### src/rtl/instruction_encoder.sv
// instruction_encoder: packs decoded RV32I fields into instruction words and queues them,
// each tagged with an auto-incrementing word address, for the instruction-memory write path.
module instruction_encoder #(
  parameter int DEPTH = 4,
  parameter int ADDR_W = 10,
  parameter logic [ADDR_W-1:0] BASE_ADDR = '0
) (
  input  logic                     clk,
  input  logic                     rst,
  input  logic                     in_valid,
  output logic                     in_ready,
  input  logic [2:0]               fmt,
  input  logic [6:0]               opcode,
  input  logic [2:0]               funct3,
  input  logic [6:0]               funct7,
  input  logic [4:0]               rs1,
  input  logic [4:0]               rs2,
  input  logic [4:0]               rd,
  input  logic [31:0]              imm,
  output logic                     out_valid,
  input  logic                     out_ready,
  output logic [31:0]              out_word,
  output logic [ADDR_W-1:0]        out_addr,
  input  logic                     addr_load,
  input  logic [ADDR_W-1:0]        addr_val,
  output logic [$clog2(DEPTH):0]   count,
  output logic                     err,
  input  logic                     err_clr
);
  localparam int AW = $clog2(DEPTH);
  typedef enum logic {IDLE, ACTIVE} state_t;
  state_t r_state, w_next;
  logic [31:0] r_mem [DEPTH];
  logic [AW-1:0] r_wp, r_rp;
  logic [AW:0] r_count;
  logic [ADDR_W-1:0] r_addr;
  logic r_err;
  logic [31:0] w_word;
  logic w_bad, w_acc, w_push, w_pop;
  assign in_ready = r_count != (AW+1)'(DEPTH);
  assign out_valid = r_state == ACTIVE;
  assign out_word = out_valid ? r_mem[r_rp] : '0;
  assign out_addr = r_addr;
  assign count = r_count;
  assign err = r_err;
  // Illegal formats and odd branch/jump offsets complete the handshake but are dropped
  assign w_bad = fmt == 3'd7 || ((fmt == 3'd4 || fmt == 3'd6) && imm[0]);
  assign w_acc = in_valid && in_ready;
  assign w_push = w_acc && !w_bad;
  assign w_pop = out_valid && out_ready;
  always_comb begin
    w_word = '0;
    case (fmt)
      3'd0: w_word = {funct7, rs2, rs1, funct3, rd, opcode};
      3'd1: w_word = {imm[11:0], rs1, funct3, rd, opcode};
      3'd2: w_word = {funct7, imm[4:0], rs1, funct3, rd, opcode};
      3'd3: w_word = {imm[11:5], rs2, rs1, funct3, imm[4:0], opcode};
      3'd4: w_word = {imm[12], imm[10:5], rs2, rs1, funct3, imm[4:1], imm[11], opcode};
      3'd5: w_word = {imm[31:12], rd, opcode};
      3'd6: w_word = {imm[20], imm[10:1], imm[11], imm[19:12], rd, opcode};
      default: w_word = '0;
    endcase
  end
  always_comb begin
    w_next = (r_state == IDLE) ? (w_push ? ACTIVE : IDLE)
           : ((w_pop && !w_push && r_count == (AW+1)'(1)) ? IDLE : ACTIVE);
  end
  always_ff @(posedge clk) begin
    if (w_push) r_mem[r_wp] <= w_word;
  end
  always_ff @(posedge clk or posedge rst) begin
    if (rst) begin
      r_state <= IDLE;
      r_wp <= '0;
      r_rp <= '0;
      r_count <= '0;
      r_addr <= BASE_ADDR;
      r_err <= 1'b0;
    end else begin
      r_state <= w_next;
      r_wp <= r_wp + AW'(w_push);
      r_rp <= r_rp + AW'(w_pop);
      r_count <= r_count + (AW+1)'(w_push) - (AW+1)'(w_pop);
      r_addr <= addr_load ? addr_val : r_addr + ADDR_W'(w_pop);
      r_err <= (w_acc && w_bad) || (r_err && !err_clr);
    end
  end
endmodule
### config.mk
export PLATFORM = sky130hd
export DESIGN_NAME = instruction_encoder
export DESIGN_NICKNAME = d
export VERILOG_FILES = /design/src/rtl/instruction_encoder.sv
export SDC_FILE = /design/constraint.sdc
export NUM_CORES = 1
export LEC_CHECK = 0
export CORE_ASPECT_RATIO = 1.4
export CORE_UTILIZATION = 35
export CTS_CLUSTER_SIZE = 30
export DETAILED_ROUTE_END_ITERATION = 8
export PLACE_DENSITY_LB_ADDON = 0.15
export SLEW_MARGIN = 20
export SYNTH_ARGS = -nofsm -noshare
export SYNTH_HDL_FRONTEND = slang
export SYNTH_SLANG_ARGS = --single-unit
### constraint.sdc
create_clock -name clk -period 10 [get_ports clk]
set_input_delay 2 -clock clk [delete_from_list [all_inputs] [get_ports clk]]
set_output_delay 2 -clock clk [all_outputs]
set_load 0.03 [all_outputs]
; ---- Word-level counts from Yosys, hierarchy flattened
; Memory sizes are Yosys's and may differ from the RTL's.
; Cells that the tools add are included.
; W data, S select, Z words.
[classes]
add_sub_neg = 5
n_reduce_logical = 15
muxes = 7
eq_ne = 9
[ops]
columns = operator, count
row1 = $pmux W32 S7, 1
row2 = $mux W32, 1
row3 = $eq A3 B3 Y1 const B, 4
row4 = $add A10 B1 Y10, 1
row5 = $mux W10, 1
row6 = $logic_and A1 B1 Y1, 8
row7 = $eq A3 B1 Y1 const B, 2
row8 = $eq A3 B2 Y1 const B, 2
row9 = $add A2 B1 Y2, 2
row10 = $mux W1, 4
row11 = $add A3 B1 Y3, 1
row12 = $logic_not A1 Y1, 3
row13 = $logic_not A3 Y1, 1
row14 = $logic_or A1 B1 Y1, 3
row15 = $ne A3 B3 Y1 const B, 1
row16 = $sub A3 B1 Y3, 1
[totals]
regBits = 19
output_inout_bits = 48
wordCells = 43
inputBits = 83
ram_bits = 128
memories = 1
[mem_list]
columns = name, depth, word_bits, read_ports, rd_clocked_by_memory_dff, wr, line
row1 = r_mem, 4, 32, 1, 0, 1, 33  ; logic [31:0] r_mem [DEPTH];

; ---- Longest topological paths before layout
; Gate-level depths: netlist (run 1).
[depth]
depth_word = 11
mapped_depth = 10
depth_no_buf = 9

; ---- Worst setup path after synthesis (run 1)
; OpenSTA, ideal clock, no wires.
[synth_timing]
path_kind = input -> register
from = in fmt[0]
to = mem r_mem[0][0], enable pin
arrival_time_ps = 4812
setup_ps = 461
slack_ps = 4727
path_buffers = 1
required_time_ps = 9539
stages = 4
path_cell_list = buf_4 mux2i_1 o211ai_2 nor3_1
[synth_between]
elab_chain_len = 8
word_cells_on_any_way = 10
classes_between = 3 x eq/ne / 2 x mux / 5 x reduce/logical
[synth_lines]
columns = element, line
row1 = from (decl), 12  ; input logic [2:0] fmt,
row2 = $eq A3 B3 Y1, 47  ; assign w_bad = fmt == 3'd7 || ((fmt == 3'd4 || fmt == 3'd6) && imm[0]);
row3 = $logic_or A1 B1 Y1, 47
row4 = $logic_and A1 B1 Y1, 47
row5 = $logic_or A1 B1 Y1 (*), 47
row6 = $logic_not A1 Y1 (*), 49  ; assign w_push = w_acc && !w_bad;
row7 = $logic_and A1 B1 Y1 (*), 49
row8 = $mux W1 (*), 69  ; if (w_push) r_mem[r_wp] <= w_word;
row9 = $mux W1 (not written as such) (*), 69
row10 = to (decl), 33
; Mark *: on every way between the ends. The rest lies on a longest branch, timed or not.

; ---- Final worst setup path (run 1)
[layout_timing]
from = reg r_rp[0]
to = out out_word[22]
[layout_between]
elab_chain_len = 2
[layout_lines]
columns = element, line
row1 = from (decl), 34  ; logic [AW-1:0] r_wp, r_rp;
row2 = from (signal assigned), 82  ; r_rp <= r_rp + AW'(w_pop);
row3 = $mem_v2 Z4 W32, -
row4 = $mux W32, 42  ; assign out_word = out_valid ? r_mem[r_rp] : '0;
row5 = to (decl), 22  ; output logic [31:0] out_word,
; Every way passes these cells.

==> flow_summary.json, run 1 <==
{
  "clockBufferDepth": 2,
  "die_width_um": 120,
  "pwr-share-seq_pct": 37.0,
  "path_cells": "buf_4, mux4_2, and2_1, clkdlybuf4s50_1",
  "htreeDepth": 4,
  "post_cts_buffers": 0,
  "drive_gt1_share_pct": 16.8,
  "skew_ns": 0.00906,
  "synthTopCellsByArea": "edfxtp_1 (57%), mux4_2 (12%), dfrtp_1 (7.0%)",
  "cap_viol_max_count": 0,
  "final.min_clock_period_ns": 4.92,
  "yosys.area.top_type": "edfxtp_1",
  "p_total_mw": 2.42,
  "core-area_um2": 18800,
  "die_area_um2": 20000,
  "drc": 0,
  "grt_setup_unrepaired": "no",
  "crit_type": "register to output port",
  "clk_latency_ns": 0.42,
  "synth_top_family_by_area": "multiplexers",
  "path_depth": 4,
  "drt_iter0_markers": 311,
  "initial_core_util_pct": 36.1,
  "worst_pin_slew_ns": 0.999,
  "synth_cell_type_count": 39,
  "crit_required_ns": 8.00,
  "die_h_um": 167,
  "status": "complete, no violations",
  "timing.rr.start": "count[2]",
  "final_hold_viol_count": 0,
  "synth_xor_area_share_pct": 0.903,
  "cts_hold_buf": 0,
  "utilization_pct": 47.2,
  "vias": 4231,
  "maxSlewViolCount": 0,
  "cp-end-kind": "output port",
  "postSynthAreaPerCell_um2": 15.7,
  "p_leak_nw": 3.03,
  "grt_max_degree": 45,
  "yosysWarningCount": 0,
  "critPathLaunch": "r_rp[0]",
  "nNetsFinal": 650,
  "swShare_pct": 34.1,
  "syn_area_um2": 6790,
  "portBuffers": 130,
  "reg2reg_to": "r_mem[2][11]",
  "gp_congestion": 0.780,
  "p_int_mw": 1.59,
  "synthArstFlopShare_pct": 12.9,
  "r2r_cells": 4,
  "synth.top_cell.area_share_pct": 56.6,
  "ctsResizeCount": 0,
  "crit_slowest_cell": "dfrtp_2",
  "vias_per_cell": 5.19,
  "path_delay_family": "buffers and inverters",
  "min_path_type": "register to register",
  "cts_tree": "yes",
  "wire_per_inst_um": 19.5,
  "ioPinCount": 131,
  "synth_compound_area_share_pct": 5.83,
  "antenna_left": 0,
  "p_per_area_nw_per_um2": 272,
  "clkSinkCount": 147,
  "cpPeakStageDelay_ns": 0.63,
  "grt_pass1_wl_mm": 24.9,
  "setup_tns_ns": 0,
  "drt-total-wl_mm": 16.0,
  "diodes": 0,
  "ys_seq_elements": 147,
  "synth_edf_count": 128,
  "clock-root-buffer": "clkbuf_16",
  "power_frac_clock_pct": 26.4,
  "combPwrFrac_pct": 36.6,
  "setup_viol": 0,
  "grt-ovfl-total": 0,
  "ir_worst_vdd_v": 0.000121,
  "yosysSeqAreaShare_pct": 63.6,
  "crit_buf_inv": 2,
  "rows": 59,
  "synthFlopType": "edfxtp_1",
  "grt.total_usage_pct": 16.5,
  "syn2layout_area_growth_pct": 31.0,
  "fin_crit_sh_pct": 49.2,
  "antenna_found_initial": 0,
  "reg2reg_slack_ns": 7.43,
  "setup.worst_path.end": "out_word[22]",
  "synth_cells": 432,
  "crit_arrival_ns": 2.92,
  "start_kind": "register",
  "cts_made_buffers": 17,
  "post-dp-hpwl_mm": 10.7,
  "yosys.area_share.simple_pct": 9.66,
  "maxSlewHeadroom_pct": 33.1,
  "synthMuxAreaShare_pct": 15.2,
  "clkTransAtPathRegs_ns": 0.06,
  "synth_fp_nets": 523,
  "switchingPower_mw": 0.824,
  "firstDrtPassIters": 6,
  "synth_fa_ha_area_share_pct": 1.59,
  "crit_fanout": 23,
  "max_freq_mhz": 203,
  "grt_pass1_vias": 4497
}
## final cells by class
type                    count  area (um2)
clock buffers              18         429
clock inverters            14         166
flip-flops and latches    147        4320
repair buffers            138        1350
multi-input cells         244        2270
fillers                  1672        9940
inverters                  11        41.3
well taps                 244         305
## worst register-to-register path, cell delays in order, from the launching register on
cell and delay (ns):
dfrtp_1 0.43, or3b_2 0.26, o211ai_2 0.22, nor3_2 0.83, buf_4 0.48
## sequential cells by signal (all words and copies together), names as in the netlist
name,flops
count,3
err,1
out_addr,10
out_valid,1
r_mem,128
r_rp,2
r_wp,2
## layer usage
layer  vias to the layer above  global-route usage, %  part of all wire [%]
li1                       1938                      -                     -
met1                      2128                   19.9                    42
met2                       146                   28.7                    51
met3                        19                   4.01                   5.8
met5                         -                      0                     0
met4                         0                   5.54                   1.2
## synth_stat cells (3+ instances only)
library cell and n:
xnor2_1 3, mux2i_1 12, a22oi_1 6, a21oi_1 7, o221ai_1 9, nor2_1 3
ha_1 7, dfrtp_1 19, buf_2 13, and2_1 41, o21ai_0 6, nor3_1 5
a211oi_1 6, a31oi_1 13, buf_6 5, xor2_1 4, edfxtp_1 128, nand3_1 8
or4_1 4, inv_1 11, mux4_2 37, mux2_2 7, clkbuf_1 8, nor2b_1 25
nand2_1 25, o211ai_1 3
## kinds of logic (layout without fill, tap and decap cells)
group	Yosys count	after routing
AOI/OAI and AO/OA	56	56
xor gates and xnor gates	7	7
and+or+nand+nor	117	117
buffers and inverters	41	181
DFF	147	147
adders and majority gates	8	8
muxes	56	56
## metrics by stage
stage               hold slack [ns]  area, um2  std cells  worst slack [ns]
global placement              0.528       8290        784              5.00
finish                        0.554       8890        816              5.08
global route                  0.588       8890        816              4.90
CTS                           0.548       8890        816              4.98
floorplan                     0.483       6790        432              4.73
detailed placement            0.544       8290        784              4.86
## power by group through the flow
stage	Sequential, mW	Combinational, mW	Clock (mW)
2_1_floorplan	0.871	0.588	0
3_3_place_gp	0.904	0.893	0
3_5_place_dp	0.911	0.898	0
4_1_cts	0.899	0.903	0.649
5_1_grt	0.912	0.940	0.673
6_report	0.895	0.885	0.637
## layout by cell type (no fill, tap or decap), drive strengths merged, types with 5 or more instances in the layout
cell / n
dfrtp: 19
nor3: 5
mux2i: 12
o21ai: 6
nor2b: 25
a31oi: 13
nand3: 8
clkdlybuf4s50: 128
buf: 10
inv: 19
and2: 41
mux4: 37
clkbuf: 18
a21oi: 7
ha: 7
nand2: 26
o221ai: 9
edfxtp: 128
a211oi: 6
mux2: 7
a22oi: 6
## worst min-delay path by stage
stage | start | end | slack, ns | depth (start not counted)
global placement | r_wp[1] | r_wp[1] | 0.53 | 1
detailed placement | count[2] | count[2] | 0.54 | 1
floorplan | r_wp[1] | r_wp[1] | 0.48 | 1
global route | count[0] | count[0] | 0.59 | 1
finish | count[2] | count[2] | 0.55 | 1
CTS | count[2] | count[2] | 0.55 | 1
Power figures use the tool's default switching activity.
==> run 2, diff against run 1 <==
- clock period: 10 -> 4.4 ns (I/O delays scaled with it)
==> run 2 against run 1 <==
Net effect: sequential cell count unchanged; final cell count increased by 0.49%; clock power increased by 120%; combinational power increased by 130%; clock-buffer cell count increased by 8; worst setup slack got worse by 4.3 ns; largest cell class unchanged; clock skew decreased by 0.0029 ns; sequential share of layout area decreased by 0.23 points; largest power group is now combinational cells; register-to-register slack got worse by 5.6 ns; final area increased by 0.45%.
==> flow_summary.json, run 2 (same netlist as run 1, synthesis figures left out) <==
{
  "fin_crit_sh_pct": 81.4,
  "cts_tree": "yes",
  "wire_per_inst_um": 19.5,
  "clk_latency_ns": 0.41,
  "max_freq_mhz": 279,
  "post-dp-hpwl_mm": 10.4,
  "nNetsFinal": 654,
  "r2r_cells": 9,
  "ir_worst_vdd_v": 0.000317,
  "crit_arrival_ns": 2.70,
  "setup_viol": 0,
  "grt.total_usage_pct": 16.9,
  "layout_setup_ws_ns": 0.817,
  "die_h_um": 167,
  "cpPeakStageDelay_ns": 0.67,
  "final.min_clock_period_ns": 3.58,
  "cp-end-kind": "output port",
  "drc": 0,
  "core-area_um2": 18800,
  "clock-root-buffer": "clkbuf_16",
  "min_path_type": "register to register",
  "cts_made_buffers": 17,
  "holdPathStages": 1,
  "grt_pass1_wl_mm": 25.0,
  "setup_tns_ns": 0,
  "maxSlewViolCount": 0,
  "grt_max_degree": 37,
  "crit_slowest_cell": "dfrtp_2",
  "largest_reg_flops": 128,
  "utilization_pct": 47.4,
  "drt-total-wl_mm": 16.0,
  "layout_common_cells": "clkdlybuf4s50_1 (128), edfxtp_1 (128), and2_1 (41)",
  "final_hold_viol_count": 0,
  "crit_fanout": 21,
  "worst_pin_slew_ns": 0.990,
  "die_width_um": 120,
  "gp_congestion": 0.709,
  "grt_setup_unrepaired": "no",
  "cts_hold_buf": 0,
  "clkTransAtPathRegs_ns": 0.06,
  "pre_cts_ws_ns": 1.14,
  "grt-ovfl-total": 0,
  "initial_core_util_pct": 36.1,
  "status": "complete, no violations",
  "crit_required_ns": 3.52,
  "cap_viol_max_count": 0,
  "antenna_found_initial": 0,
  "path_delay_family": "buffers and inverters",
  "hold_ws_ns": 0.529,
  "skew_ns": 0.00618,
  "antenna_left": 0,
  "firstDrtPassIters": 4,
  "portBuffers": 130,
  "start_kind": "register",
  "post_cts_buffers": 0,
  "drt_iter0_markers": 279,
  "clkSinkCount": 147,
  "path_depth": 4,
  "top_register": "r_mem",
  "maxSlewHeadroom_pct": 33.9,
  "ctsResizeCount": 0,
  "crit_type": "register to output port",
  "p_leak_nw": 3.05,
  "vias": 4215,
  "crit_buf_inv": 2,
  "die_area_um2": 20000,
  "vias_per_cell": 5.14,
  "path_cells": "buf_12, mux4_2, and2_1, clkdlybuf4s50_1",
  "clockBufferDepth": 2,
  "drive_gt1_share_pct": 16.8,
  "syn2layout_area_growth_pct": 31.6,
  "htreeDepth": 4,
  "p_per_area_nw_per_um2": 613,
  "diodes": 0,
  "rows": 59,
  "grt_pass1_vias": 4468,
  "ioPinCount": 131
}
## run 2: changes by cell type in the layout (fill, tap and decap cells not counted), sizes merged
cell / before / now
clkinv: 1 / 3
inv: 19 / 11
bufinv: 2 / 0
clkbuf: 18 / 26
buf: 10 / 14
## run 2: worst reg2reg max path: cells and delay by family, from the launching register on
kind / cells / cell delay (ns)
flops: 1 / 0.45
buf+inv: 2 / 0.11
compound gates: 1 / 0.21
simple gates: 1 / 0.54
xor+xnor: 2 / 0.27
fa+ha+maj: 3 / 0.83
## run 2: per-stage QoR
| step | instances | power (mW) | instance area (um2) |
|---|---|---|---|
| 3_5_place_dp | 788 | 4.14 | 8330 |
| 5_1_grt | 820 | 5.74 | 8930 |
| 2_1_floorplan | 432 | 3.31 | 6790 |
| 4_1_cts | 820 | 5.55 | 8930 |
| 6_report | 820 | 5.47 | 8930 |
| 3_3_place_gp | 788 | 4.12 | 8330 |
## run 2: cell type report
type,count,area (um2)
clock buffer,26,553
clock inverter,6,41.3
fill,1658,9900
inverter,11,41.3
multi-input combinational,244,2270
sequential,147,4320
tap,244,305
timing repair buffer,142,1390
## run 2: layer usage
layer / wire length, um / GRT usage [%]
met1: 6410 / 20.0
met2: 7990 / 28.5
met3: 1280 / 5.48
met4: 302 / 6.36
met5: 0 / 0
## run 2: where the power goes
group          switching [mW]  internal, mW
Combinational            1.07         0.988
Clock                   0.539         0.867
Sequential              0.205          1.80
## run 2: final timing paths
path	end	slack, ns	start
setup / recovery	out_word[20]	0.82	r_rp[0]
hold / removal	out_valid	0.53	out_valid
setup reg to reg	count[2]	1.88	count[1]
hold reg to reg	out_valid	0.53	out_valid
max in group asynchronous	r_rp[1]	2.95	rst
min in group asynchronous	out_addr[8]	0.91	rst
==> run 3, diff against run 2 <==
- clock period: 4.4 -> 3.3 ns (I/O delays scaled with it)
==> run 3 against run 2 <==
Net effect: die area unchanged; sequential cell count unchanged; power increased by 39%; worst hold slack lost 0.013 ns; routed wire length is 2.2% higher; final area grew 1.6%; global-route usage grew 0.28 points; non-clock buffer count is 6 higher; critical path type unchanged; final cell count rose by 0.73%; largest power group unchanged; sequential power is 31% higher; largest cell class unchanged.
==> flow_summary.json, run 3 (same netlist as run 1, synthesis figures left out) <==
{
  "fill_cells": 1663,
  "wire_per_inst_um": 19.8,
  "min_path_type": "register to register",
  "syn2layout_area_growth_pct": 33.7,
  "die_width_um": 120,
  "p_leak_nw": 3.13,
  "layout.cells.non_filler": 826,
  "cap_viol_max_count": 0,
  "htreeDepth": 4,
  "clk_latency_ns": 0.42,
  "crit_type": "register to output port",
  "worst_pin_slew_ns": 0.831,
  "crit_buf_inv": 2,
  "combPwrFrac_pct": 37.8,
  "met1_length_mm": 6.52,
  "grt_pass1_wl_mm": 25.6,
  "grt_max_degree": 38,
  "setup_viol": 0,
  "largest_reg_flops": 128,
  "pre_cts_ws_ns": 0.462,
  "ioPinCount": 131,
  "top_register": "r_mem",
  "die_area_um2": 20000,
  "max_freq_mhz": 318,
  "clkTransAtPathRegs_ns": 0.06,
  "maxSlewHeadroom_pct": 44.5,
  "start_kind": "register",
  "die_h_um": 167,
  "antenna_left": 0,
  "initial_core_util_pct": 36.1,
  "ctsResizeCount": 0,
  "cts_tree": "yes",
  "hold_ws_ns": 0.516,
  "cts_hold_buf": 0,
  "firstDrtPassIters": 5,
  "crit_fanout": 15,
  "drt_iter0_markers": 316,
  "drc": 0,
  "maxSlewViolCount": 0,
  "vias_per_cell": 5.17,
  "portBuffers": 130,
  "switchingPower_mw": 2.41,
  "path_delay_family": "buffers and inverters",
  "pwr-share-seq_pct": 34.5,
  "layout_common_cells": "clkdlybuf4s50_1 (128), edfxtp_1 (128), and2_1 (41)",
  "p_int_mw": 5.18,
  "p_per_area_nw_per_um2": 837,
  "met3_length_um": 962,
  "cts_made_buffers": 17,
  "grt_setup_unrepaired": "no",
  "ir_worst_vdd_v": 0.000375,
  "wl_met2_mm": 8.55,
  "placed_cell_area_um2": 8400,
  "nNetsFinal": 660,
  "fin_crit_sh_pct": 95.4,
  "clkSinkCount": 147,
  "power_frac_clock_pct": 27.7,
  "vias": 4272,
  "crit_arrival_ns": 2.49,
  "swShare_pct": 31.7,
  "post-dp-hpwl_mm": 11.2,
  "crit_required_ns": 2.64,
  "path_cells": "buf_12, mux4_2, and2_1, clkdlybuf4s50_1",
  "final_hold_viol_count": 0,
  "layout_setup_ws_ns": 0.153,
  "core-area_um2": 18800,
  "antenna_found_initial": 0,
  "drt-total-wl_mm": 16.3,
  "grt_pass1_vias": 4754,
  "grt-ovfl-total": 0,
  "clock-root-buffer": "clkbuf_16",
  "skew_ns": 0.00639,
  "final_cell_area_um2": 9070,
  "crit_slowest_cell": "clkdlybuf4s50_1",
  "drive_gt1_share_pct": 18.0,
  "grt.total_usage_pct": 17.2,
  "status": "complete, no violations",
  "cp-end-kind": "output port",
  "p_total_mw": 7.59,
  "dp_cells": 794,
  "final.min_clock_period_ns": 3.15,
  "cpPeakStageDelay_ns": 0.59,
  "rows": 59,
  "clockBufferDepth": 2,
  "highest_layer": "met4",
  "diodes": 0,
  "gp_congestion": 0.732,
  "post_cts_buffers": 0
}
==> run 3: cell count changes in the layout (fill, tap and decap cells not counted), sizes merged <==
cell	delta
clkinv	-1
clkbuf	-1
clkinvlp	-2
bufinv	+4
buf	+6
==> run 3: per-stage QoR <==
step / util (%) / TNS, ns
global placement: 44.6 / 0
finish: 48.2 / 0
detailed placement: 44.6 / 0
global route: 48.2 / 0
floorplan: - / -81.07
CTS: 48.2 / 0
==> run 3: cell type report <==
type,count,area [um2],share of cell area [%]
sequential,147,4320,47.7
multi-input combinational,244,2270,25.0
clock buffer,25,526,5.79
clock inverter,7,141,1.56
tap,244,305,3.36
inverter,11,41.3,0.455
timing repair buffer,148,1460,16.1
==> run 3: power by group through the flow <==
stage	logic, mW	registers (mW)	clock network [mW]
after global placement	2.91	2.64	0
final	2.87	2.62	2.10
after CTS	2.94	2.62	2.14
after global routing	3.07	2.66	2.22
after detailed placement	2.93	2.66	0
after floorplan	1.78	2.64	0
==> run 3: final timing paths <==
check,from,end,slack [ns],depth (start not counted)
min,out_valid,out_valid,0.52,1
min in group asynchronous,rst,out_addr[7],0.71,2
min reg2reg,out_valid,out_valid,0.52,1
max in group asynchronous,rst,r_rp[0],1.98,2
max reg2reg,count[1],count[2],0.88,9
max,r_rp[0],out_word[7],0.15,4
==> run 3: per-layer routing <==
metal / vias up / GRT usage, %
met3: 22 / 4.83
li1: 1951 / -
met1: 2144 / 19.8
met4: 0 / 6.63
met5: - / 0
met2: 155 / 30.1
